[src/rtl/ccff_chain_loader.sv]
// ccff_chain_loader: serialises bitstream words into the fabric ccff chain behind an integrity header,
// checks the header at the tail and releases IO isolation only after a clean load.
`default_nettype none

module ccff_chain_loader #(
  parameter int               CHAIN_LEN   = 1024,
  parameter int               WORD_W      = 32,
  parameter int               HDR_W       = 16,
  parameter logic [HDR_W-1:0] HDR_PATTERN = 16'hA5C3
) (
  input  logic              prog_clk,
  input  logic              pReset,
  input  logic              start,
  input  logic [WORD_W-1:0] cfg_data,
  input  logic              cfg_valid,
  output logic              cfg_ready,
  output logic              ccff_head,
  output logic              ccff_shift_en,
  input  logic              ccff_tail,
  output logic              io_isol_n,
  output logic              busy,
  output logic              done,
  output logic              error
);

  localparam int TOTAL = HDR_W + CHAIN_LEN;
  localparam int CNT_W = $clog2(TOTAL + 1);
  localparam int IDX_W = (HDR_W > 1) ? $clog2(HDR_W) : 1;

  localparam logic [CNT_W-1:0] C_HDR_LAST = CNT_W'(HDR_W - 1);
  localparam logic [CNT_W-1:0] C_LAST     = CNT_W'(TOTAL - 1);
  localparam logic [CNT_W-1:0] C_CHAIN    = CNT_W'(CHAIN_LEN);
  localparam logic [CNT_W-1:0] C_WORD     = CNT_W'(WORD_W);
  localparam logic [IDX_W-1:0] C_CHAIN_LO = IDX_W'(CHAIN_LEN);

  typedef enum logic [1:0] {
    S_IDLE = 2'd0,
    S_HDR  = 2'd1,
    S_DATA = 2'd2,
    S_FIN  = 2'd3
  } state_t;

  state_t              state_q, state_d;
  logic [CNT_W-1:0]    s_q, s_d;
  logic [CNT_W-1:0]    acc_q, acc_d;
  logic [CNT_W-1:0]    bits_q, bits_d;
  logic [WORD_W-1:0]   buf_q, buf_d;
  logic                head_q;
  logic                mism_q, mism_d;
  logic                done_q, done_d;
  logic                err_q, err_d;
  logic                isol_n_q, isol_n_d;

  logic [CNT_W-1:0]    w_owed;
  logic [CNT_W-1:0]    w_take;
  logic [IDX_W-1:0]    w_hidx;
  logic [IDX_W-1:0]    w_tidx;
  logic                w_head;
  logic                w_shift;
  logic                w_ready;

  assign w_owed = C_CHAIN - acc_q;
  assign w_take = (int'(w_owed) < WORD_W) ? w_owed : C_WORD;
  assign w_hidx = s_q[IDX_W-1:0];
  // Modular subtraction on the low bits is exact because the tail index is always < HDR_W.
  assign w_tidx = s_q[IDX_W-1:0] - C_CHAIN_LO;

  always_comb begin
    state_d  = state_q;
    s_d      = s_q;
    acc_d    = acc_q;
    bits_d   = bits_q;
    buf_d    = buf_q;
    mism_d   = mism_q;
    done_d   = done_q;
    err_d    = err_q;
    isol_n_d = isol_n_q;
    w_head   = head_q;
    w_shift  = 1'b0;
    w_ready  = 1'b0;

    case (state_q)
      S_IDLE: begin
        if (start) begin
          state_d  = S_HDR;
          done_d   = 1'b0;
          err_d    = 1'b0;
          isol_n_d = 1'b0;
          mism_d   = 1'b0;
          s_d      = '0;
          acc_d    = '0;
          bits_d   = '0;
        end
      end

      S_HDR: begin
        w_shift = 1'b1;
        w_head  = HDR_PATTERN[w_hidx];
        s_d     = s_q + 1'b1;
        if (s_q == C_HDR_LAST) begin
          state_d = S_DATA;
        end
      end

      S_DATA: begin
        w_ready = (bits_q == '0);
        if (bits_q != '0) begin
          w_shift = 1'b1;
          w_head  = buf_q[0];
          buf_d   = buf_q >> 1;
          bits_d  = bits_q - 1'b1;
          s_d     = s_q + 1'b1;
          if ((s_q >= C_CHAIN) && (ccff_tail != HDR_PATTERN[w_tidx])) begin
            mism_d = 1'b1;
          end
          if (s_q == C_LAST) begin
            state_d = S_FIN;
          end
        end else if (cfg_valid) begin
          buf_d  = cfg_data;
          bits_d = w_take;
          acc_d  = acc_q + w_take;
        end
      end

      S_FIN: begin
        state_d = S_IDLE;
        if (mism_q) begin
          err_d = 1'b1;
        end else begin
          done_d   = 1'b1;
          isol_n_d = 1'b1;
        end
      end

      default: state_d = S_IDLE;
    endcase
  end

  always_ff @(posedge prog_clk) begin
    if (pReset) begin
      state_q  <= S_IDLE;
      s_q      <= '0;
      acc_q    <= '0;
      bits_q   <= '0;
      buf_q    <= '0;
      head_q   <= 1'b0;
      mism_q   <= 1'b0;
      done_q   <= 1'b0;
      err_q    <= 1'b0;
      isol_n_q <= 1'b0;
    end else begin
      state_q  <= state_d;
      s_q      <= s_d;
      acc_q    <= acc_d;
      bits_q   <= bits_d;
      buf_q    <= buf_d;
      head_q   <= w_head;
      mism_q   <= mism_d;
      done_q   <= done_d;
      err_q    <= err_d;
      isol_n_q <= isol_n_d;
    end
  end

  assign cfg_ready     = w_ready;
  assign ccff_head     = w_head;
  assign ccff_shift_en = w_shift;
  assign io_isol_n     = isol_n_q;
  assign busy          = (state_q == S_HDR) || (state_q == S_DATA);
  assign done          = done_q;
  assign error         = err_q;

endmodule

`default_nettype wire

[config.mk]
export PLATFORM = sky130hd
export DESIGN_NAME = ccff_chain_loader
export DESIGN_NICKNAME = d
export VERILOG_FILES = /design/src/rtl/ccff_chain_loader.sv
export SDC_FILE = /design/constraint.sdc
export NUM_CORES = 1
export LEC_CHECK = 0
export BUFFER_PORTS_ARGS = -buffer_cell sky130_fd_sc_hd__buf_2
export CORE_ASPECT_RATIO = 1.1
export CORE_MARGIN = 2
export CORE_UTILIZATION = 24
export CTS_CLUSTER_SIZE = 20
export DETAILED_ROUTE_END_ITERATION = 7
export HOLD_SLACK_MARGIN = 0.06
export PLACE_DENSITY = 0.51
export SLEW_MARGIN = 10
export SYNTH_ARGS = -nofsm -noshare
export SYNTH_HDL_FRONTEND = slang
export SYNTH_SLANG_ARGS = --single-unit
[constraint.sdc]
create_clock -name prog_clk -period 4.5 [get_ports prog_clk]
set_input_delay 0.225 -clock prog_clk [delete_from_list [all_inputs] [get_ports prog_clk]]
set_output_delay 0.225 -clock prog_clk [all_outputs]
set_load 0.05 [all_outputs]
==> results of run 1 <==
==> layer usage <==
layer / global-route usage / vias up / share of wire
li1: - / 1907 / -
met1: 0.146 / 1759 / 0.46
met2: 0.202 / 67 / 0.47
met3: 0.0258 / 21 / 0.039
met4: 0.0711 / 0 / 0.030
met5: 0 / - / 0
==> cell families (layout without fill, tap and decap cells) <==
logic type / after synthesis / count (layout) / share of synthesized area
xor+xnor: 23 / 23 / 0.0501
other cells: 1 / 3 / 0.000933
buf+inv: 44 / 75 / 0.0451
compound gates: 111 / 111 / 0.200
fa+ha+maj: 12 / 12 / 0.0373
simple gates: 251 / 251 / 0.293
mux: 6 / 6 / 0.0153
flops: 72 / 72 / 0.359
==> cell usage in the layout, fill, tap and decap left out, drive strengths merged, types with 9 or more instances in the layout <==
cell / count
nand2: 87
xor2: 12
clkbuf: 9
o21ai: 20
a31oi: 9
nand3: 16
ha: 12
a21oi: 19
nor2b: 9
nor2: 71
inv: 12
a311oi: 31
xnor2: 11
dfxtp: 72
buf: 47
nor3: 17
==> layout make-up <==
type	count	area [um^2]	area share
Clock inverter	6	61.3	0.0131
Sequential cell	72	1440	0.307
Multi-Input combinational cell	406	2410	0.515
Inverter	13	48.8	0.0104
Tap cell	204	255	0.0544
Clock buffer	9	225	0.0480
Timing Repair Buffer	47	245	0.0523
==> how the worst min path moves through the flow <==
stage / startpoint / to / cells after the start
2_1_floorplan: cfg_data[0] / buf_q[0] / 2
3_3_place_gp: buf_q[31] / buf_q[31] / 2
3_5_place_dp: buf_q[31] / buf_q[31] / 2
4_1_cts: cfg_data[24] / buf_q[24] / 3
5_1_grt: cfg_data[11] / buf_q[11] / 3
6_report: cfg_data[24] / buf_q[24] / 3
==> worst max-delay path, stage by stage, from the launching register on <==
cell and delay, ns:
dfxtp_1 0.34, inv_1 0.13, ha_1 0.33, nor2b_1 0.35
mux2i_1 0.17, o41ai_4 0.32, and2_1 0.24, o21bai_1 0.17
ha_1 0.31, o22ai_1 0.12, a211o_1 0.36, a21boi_0 0.18
mux2i_1 0.13, a32o_1 0.25, or2_1 0.22
==> power by group <==
group	switching (W)	total, W	internal [W]
registers	0.0000894	0.000864	0.000775
clock network	0.000277	0.000701	0.000423
logic	0.000986	0.00144	0.000454
total	0.00135	0.00300	0.00165
==> flip-flops by register name, indices dropped and copies added, names as in the netlist, named ones only <==
register   cells
s_q           11
mism_q         1
io_isol_n      1
error          1
acc_q         11
head_q         1
bits_q        11
state_q        2
buf_q         32
==> through the flow <==
stage	total power, W	utilization	setup slack [ns]	instances	hold WS (ns)
global placement	0.00231	0.269	1.04	742	0.462
global route	0.00326	0.287	0.521	757	0.140
finish	0.00300	0.287	0.782	757	0.140
floorplan	0.00198	-	1.15	522	0.384
CTS	0.00305	0.287	0.787	757	0.130
detailed placement	0.00233	0.269	0.813	742	0.464
==> results by group, run 1 <==
Timing
  • RSZ-0062 raised after global routing: false
  • Slew @ Worst Pin: 1.11 ns
  • Fmax: 0.269 GHz
  • Hold violation count in the final report: 0
  • Worst Skew: 0.00793 ns
  • Final setup viols: 0
  • Worst slew margin: 0.263
  • Period minus WS final: 3.72 ns
  • Pins Over Slew Limit: 0
  • Setup TNS: 0 ns
  • Tcrit/Tclk final: 0.826

Die
  • # rows: 49
  • Die Wd: 127 um
  • Die Y: 140 um
  • I/O pin cnt: 44
  • CORE AREA: 16400 um^2
  • Die area: 17800 um^2
  • Effective utilization at floorplan: 0.246

Power
  • Peak supply drop: 0.000270 V
  • Lkg Pwr: 1.72 nW
  • P per Cell Area: 640 nW/um^2

Clock network
  • H-tree depth: 3
  • Worst-path clk slew: 0.06 ns
  • Post CTS Setup Buffer Count: 0
  • Clock root cell: clkbuf_16
  • Post-cts sizing count: 0
  • CTS Sinks: 72
  • Clk buf depth: 2
  • Worst skew pair latency: 0.34 ns
  • Cts hold-fix bufs: 0
  • TritonCTS clock tree: built
  • Num CTS Buffers: 9

Synth
  • Synthesized area: 4020 um^2
  • Yosys reg bits: 72
  • Post-synth top cells: 87 x nand2_1, 72 x dfxtp_1, 71 x nor2_1
  • Ys Warns: 0
  • Cell variety after synth: 61
  • Post-synth EDFFs: 0
  • Sequential share of the synthesized area: 0.359
  • Post-synthesis async set-or-reset flop share: 0
  • Dominant cells by area after synthesis: dfxtp_1 36%, nand2_1 8.1%, a311oi_1 6.8%
  • Cell count after synthesis: 520
  • Main synth FF type: dfxtp_1
  • Syn Area/Cell: 7.73 um^2
  • Area leader, netlist: dfxtp_1
  • Most frequent cell after synthesis: nand2_1
  • Top-area cell type share of the netlist area: 0.359

Setup path
  • Startpoint Class: register
  • CP Class: reg2reg
  • Critical-path maximum fanout: 7
  • CP required: 4.72 ns
  • Reg2Reg Setup Slack: 0.78 ns
  • Crit end category: register
  • Critical Path Start: acc_q[1]
  • R2r endpoint: acc_q[8]
  • WP data arrival: 3.94 ns
  • Crit path capture: acc_q[8]
  • R2R Path Start: acc_q[1]
  • R2R cell count: 14

GRT
  • Tot GR Track Use: 0.122
  • Initial antenna violation count: 0
  • Vias in the first global route: 3728
  • First-pass GRT wire length: 17.7 mm
  • Largest net degree at the start of global routing: 64
  • GRT overflow: 0

Route
  • Routed len/inst: 13.8 um
  • Pre-Repair DR Iteration Count: 4
  • Post-route ant nets: 0
  • Via count: 3754
  • DR vias/cell: 4.96
  • Drt total wl: 10.4 mm
  • Initial drt markers: 200
  • Residual DRC: 0

Placement
  • Cell Area, Placed: 4410 um^2
  • # port buffers: 43
  • Dpl hpwl: 7.23 mm
  • GPL Wtd Cong: 0.834

Min path
  • Hold Path Class: in2reg

Cells and area
  • Fin nets: 598
  • # diodes: 0
  • Area Growth Syn to Fin: 16.7%
  • Post-Layout Inst Area: 4690 um^2
  • Ratio of cells with drive above 1 in the final layout: 0.123
  • Fillcell total: 1761

Run status
  • Status: completed

Flow run
  • Maxcap violations: 0
(Power assumes the default switching activity.)
==> run 2, diff against run 1 <==
- PLACE_DENSITY: 0.51 -> 0.53
- clock period: 4.5 -> 3.25 ns (I/O delays scaled with it)
==> results by group, run 2 (same netlist as run 1, synthesis figures left out) <==
Clock network
  • Num CTS Buffers: 9
  • CTS Sinks: 72
  • Cts hold-fix bufs: 0
  • Clk buf depth: 2
  • Clock root cell: clkbuf_16
  • TritonCTS clock tree: built
  • Worst skew pair latency: 0.34 ns
  • Worst-path clk slew: 0.06 ns
  • H-tree depth: 3

Route
  • Routed len/inst: 13.5 um
  • Drt total wl: 10.5 mm
  • DR vias/cell: 4.95
  • Residual DRC: 0
  • Initial drt markers: 227
  • Via count: 3832
  • Pre-Repair DR Iteration Count: 4
  • Post-route ant nets: 0

Cells and area
  • Fin nets: 614
  • Fin util: 0.296
  • # diodes: 0
  • Fillcell total: 1731
  • Most frequent cells in the layout: 87 x nand2_1, 71 x nor2_1, 70 x dfxtp_1
  • Max FFs per register: 32
  • Area Growth Syn to Fin: 20.6%
  • Commonest non-fill, non-tap cell in the layout: nand2_1
  • Most flop-heavy register: buf_q
  • Ratio of cells with drive above 1 in the final layout: 0.160

Power
  • Peak supply drop: 0.000559 V
  • Total Power: 0.00423 W
  • P per Cell Area: 873 nW/um^2
  • Lkg Pwr: 1.82 nW

Die
  • # rows: 49
  • Die Wd: 127 um
  • Effective utilization at floorplan: 0.246
  • I/O pin cnt: 44
  • Die area: 17800 um^2
  • Die Y: 140 um
  • CORE AREA: 16400 um^2

Flow run
  • Maxcap violations: 0

Min path
  • Number of cells on the worst hold path: 3
  • Hold Path Sink: buf_q[8]
  • Hold Startpoint: cfg_data[8]
  • Hold Path Class: in2reg

Timing
  • Period minus WS final: 3.09 ns
  • Pins Over Slew Limit: 0
  • Fmax: 0.324 GHz
  • Worst slew margin: 0.272
  • Final setup viols: 0
  • Tcrit/Tclk final: 0.950
  • Setup TNS: 0 ns
  • Hold violation count in the final report: 0
  • Slew @ Worst Pin: 1.09 ns
  • Worst Skew: 0.00850 ns

Setup path
  • CP Class: reg2reg
  • WP data arrival: 3.32 ns
  • Startpoint Class: register
  • CP required: 3.48 ns
  • Critical-path maximum fanout: 7
  • R2R cell count: 15
  • Crit end category: register
  • R2R Path Start: acc_q[0]
  • Reg2Reg Setup Slack: 0.16 ns
  • R2r endpoint: acc_q[8]

GRT
  • GRT overflow: 0
  • Vias in the first global route: 3631
  • First-pass GRT wire length: 17.5 mm
  • Tot GR Track Use: 0.118
  • Largest net degree at the start of global routing: 64
  • Initial antenna violation count: 0

Run status
  • Status: completed

Placement
  • Dpl hpwl: 7.39 mm
  • # port buffers: 43
  • GPL Wtd Cong: 0.828
## run 2: how the worst max path moves through the flow
stage	start	endpoint	slack (ns)	cells after the start
after floorplan	acc_q[7]	acc_q[8]	0.02	12
after global placement	acc_q[7]	acc_q[8]	0.06	12
after detailed placement	acc_q[7]	acc_q[8]	-0.01	12
after CTS	acc_q[7]	acc_q[8]	0.007	12
after global routing	acc_q[0]	acc_q[8]	-0.001	15
final	acc_q[0]	acc_q[8]	0.16	15
## run 2: through the flow
stage / hold slack [ns] / area [um^2] / cells / setup WS, ns
after floorplan: 0.321 / 4040 / 522 / 0.0234
after global placement: 0.429 / 4530 / 758 / 0.0646
after detailed placement: 0.436 / 4530 / 758 / -0.0121
after CTS: 0.0837 / 4840 / 774 / 0.00690
after global routing: 0.0936 / 4850 / 774 / -0.00138
final: 0.0871 / 4850 / 774 / 0.163
## run 2: layout make-up
| cell class | count | area, um^2 | area share |
|---|---|---|---|
| Multi-Input combinational cell | 406 | 2440 | 0.502 |
| Sequential cell | 72 | 1440 | 0.298 |
| Clock buffer | 13 | 260 | 0.0537 |
| Inverter | 13 | 48.8 | 0.0101 |
| Clock inverter | 3 | 40.0 | 0.00826 |
| Tap cell | 204 | 255 | 0.0526 |
| Timing Repair Buffer | 63 | 365 | 0.0753 |
## run 2: timing repair
action	CTS	global route
setup endpoints to repair	1	2
resized for setup	2	6
buffers inserted	0	0
pin swaps	0	3
## run 2: per-layer routing
layer	track usage	vias to the layer above	part of all wire
met4	0.0509	0	0.018
met5	0	-	0
met3	0.0161	15	0.032
li1	-	1937	-
met2	0.198	70	0.49
met1	0.151	1810	0.46
## run 2: critical path, cell delays in order (launching register included)
cell and delay [ns]:
dfxtp_2 0.39, inv_1 0.08, ha_1 0.21, nor2b_4 0.15, mux2i_1 0.15, o41ai_4 0.35, and2_4 0.20, o21bai_1 0.11
ha_2 0.22, buf_4 0.12, and3_4 0.18, a21oi_1 0.08, nor2b_1 0.15, mux2i_1 0.11, a32o_1 0.26, or2_1 0.21
## run 2: where the power goes
part	total, W	switching (W)	internal, W
Sequential	0.00120	0.000126	0.00107
Combinational	0.00203	0.00136	0.000673
Clock	0.00100	0.000368	0.000634
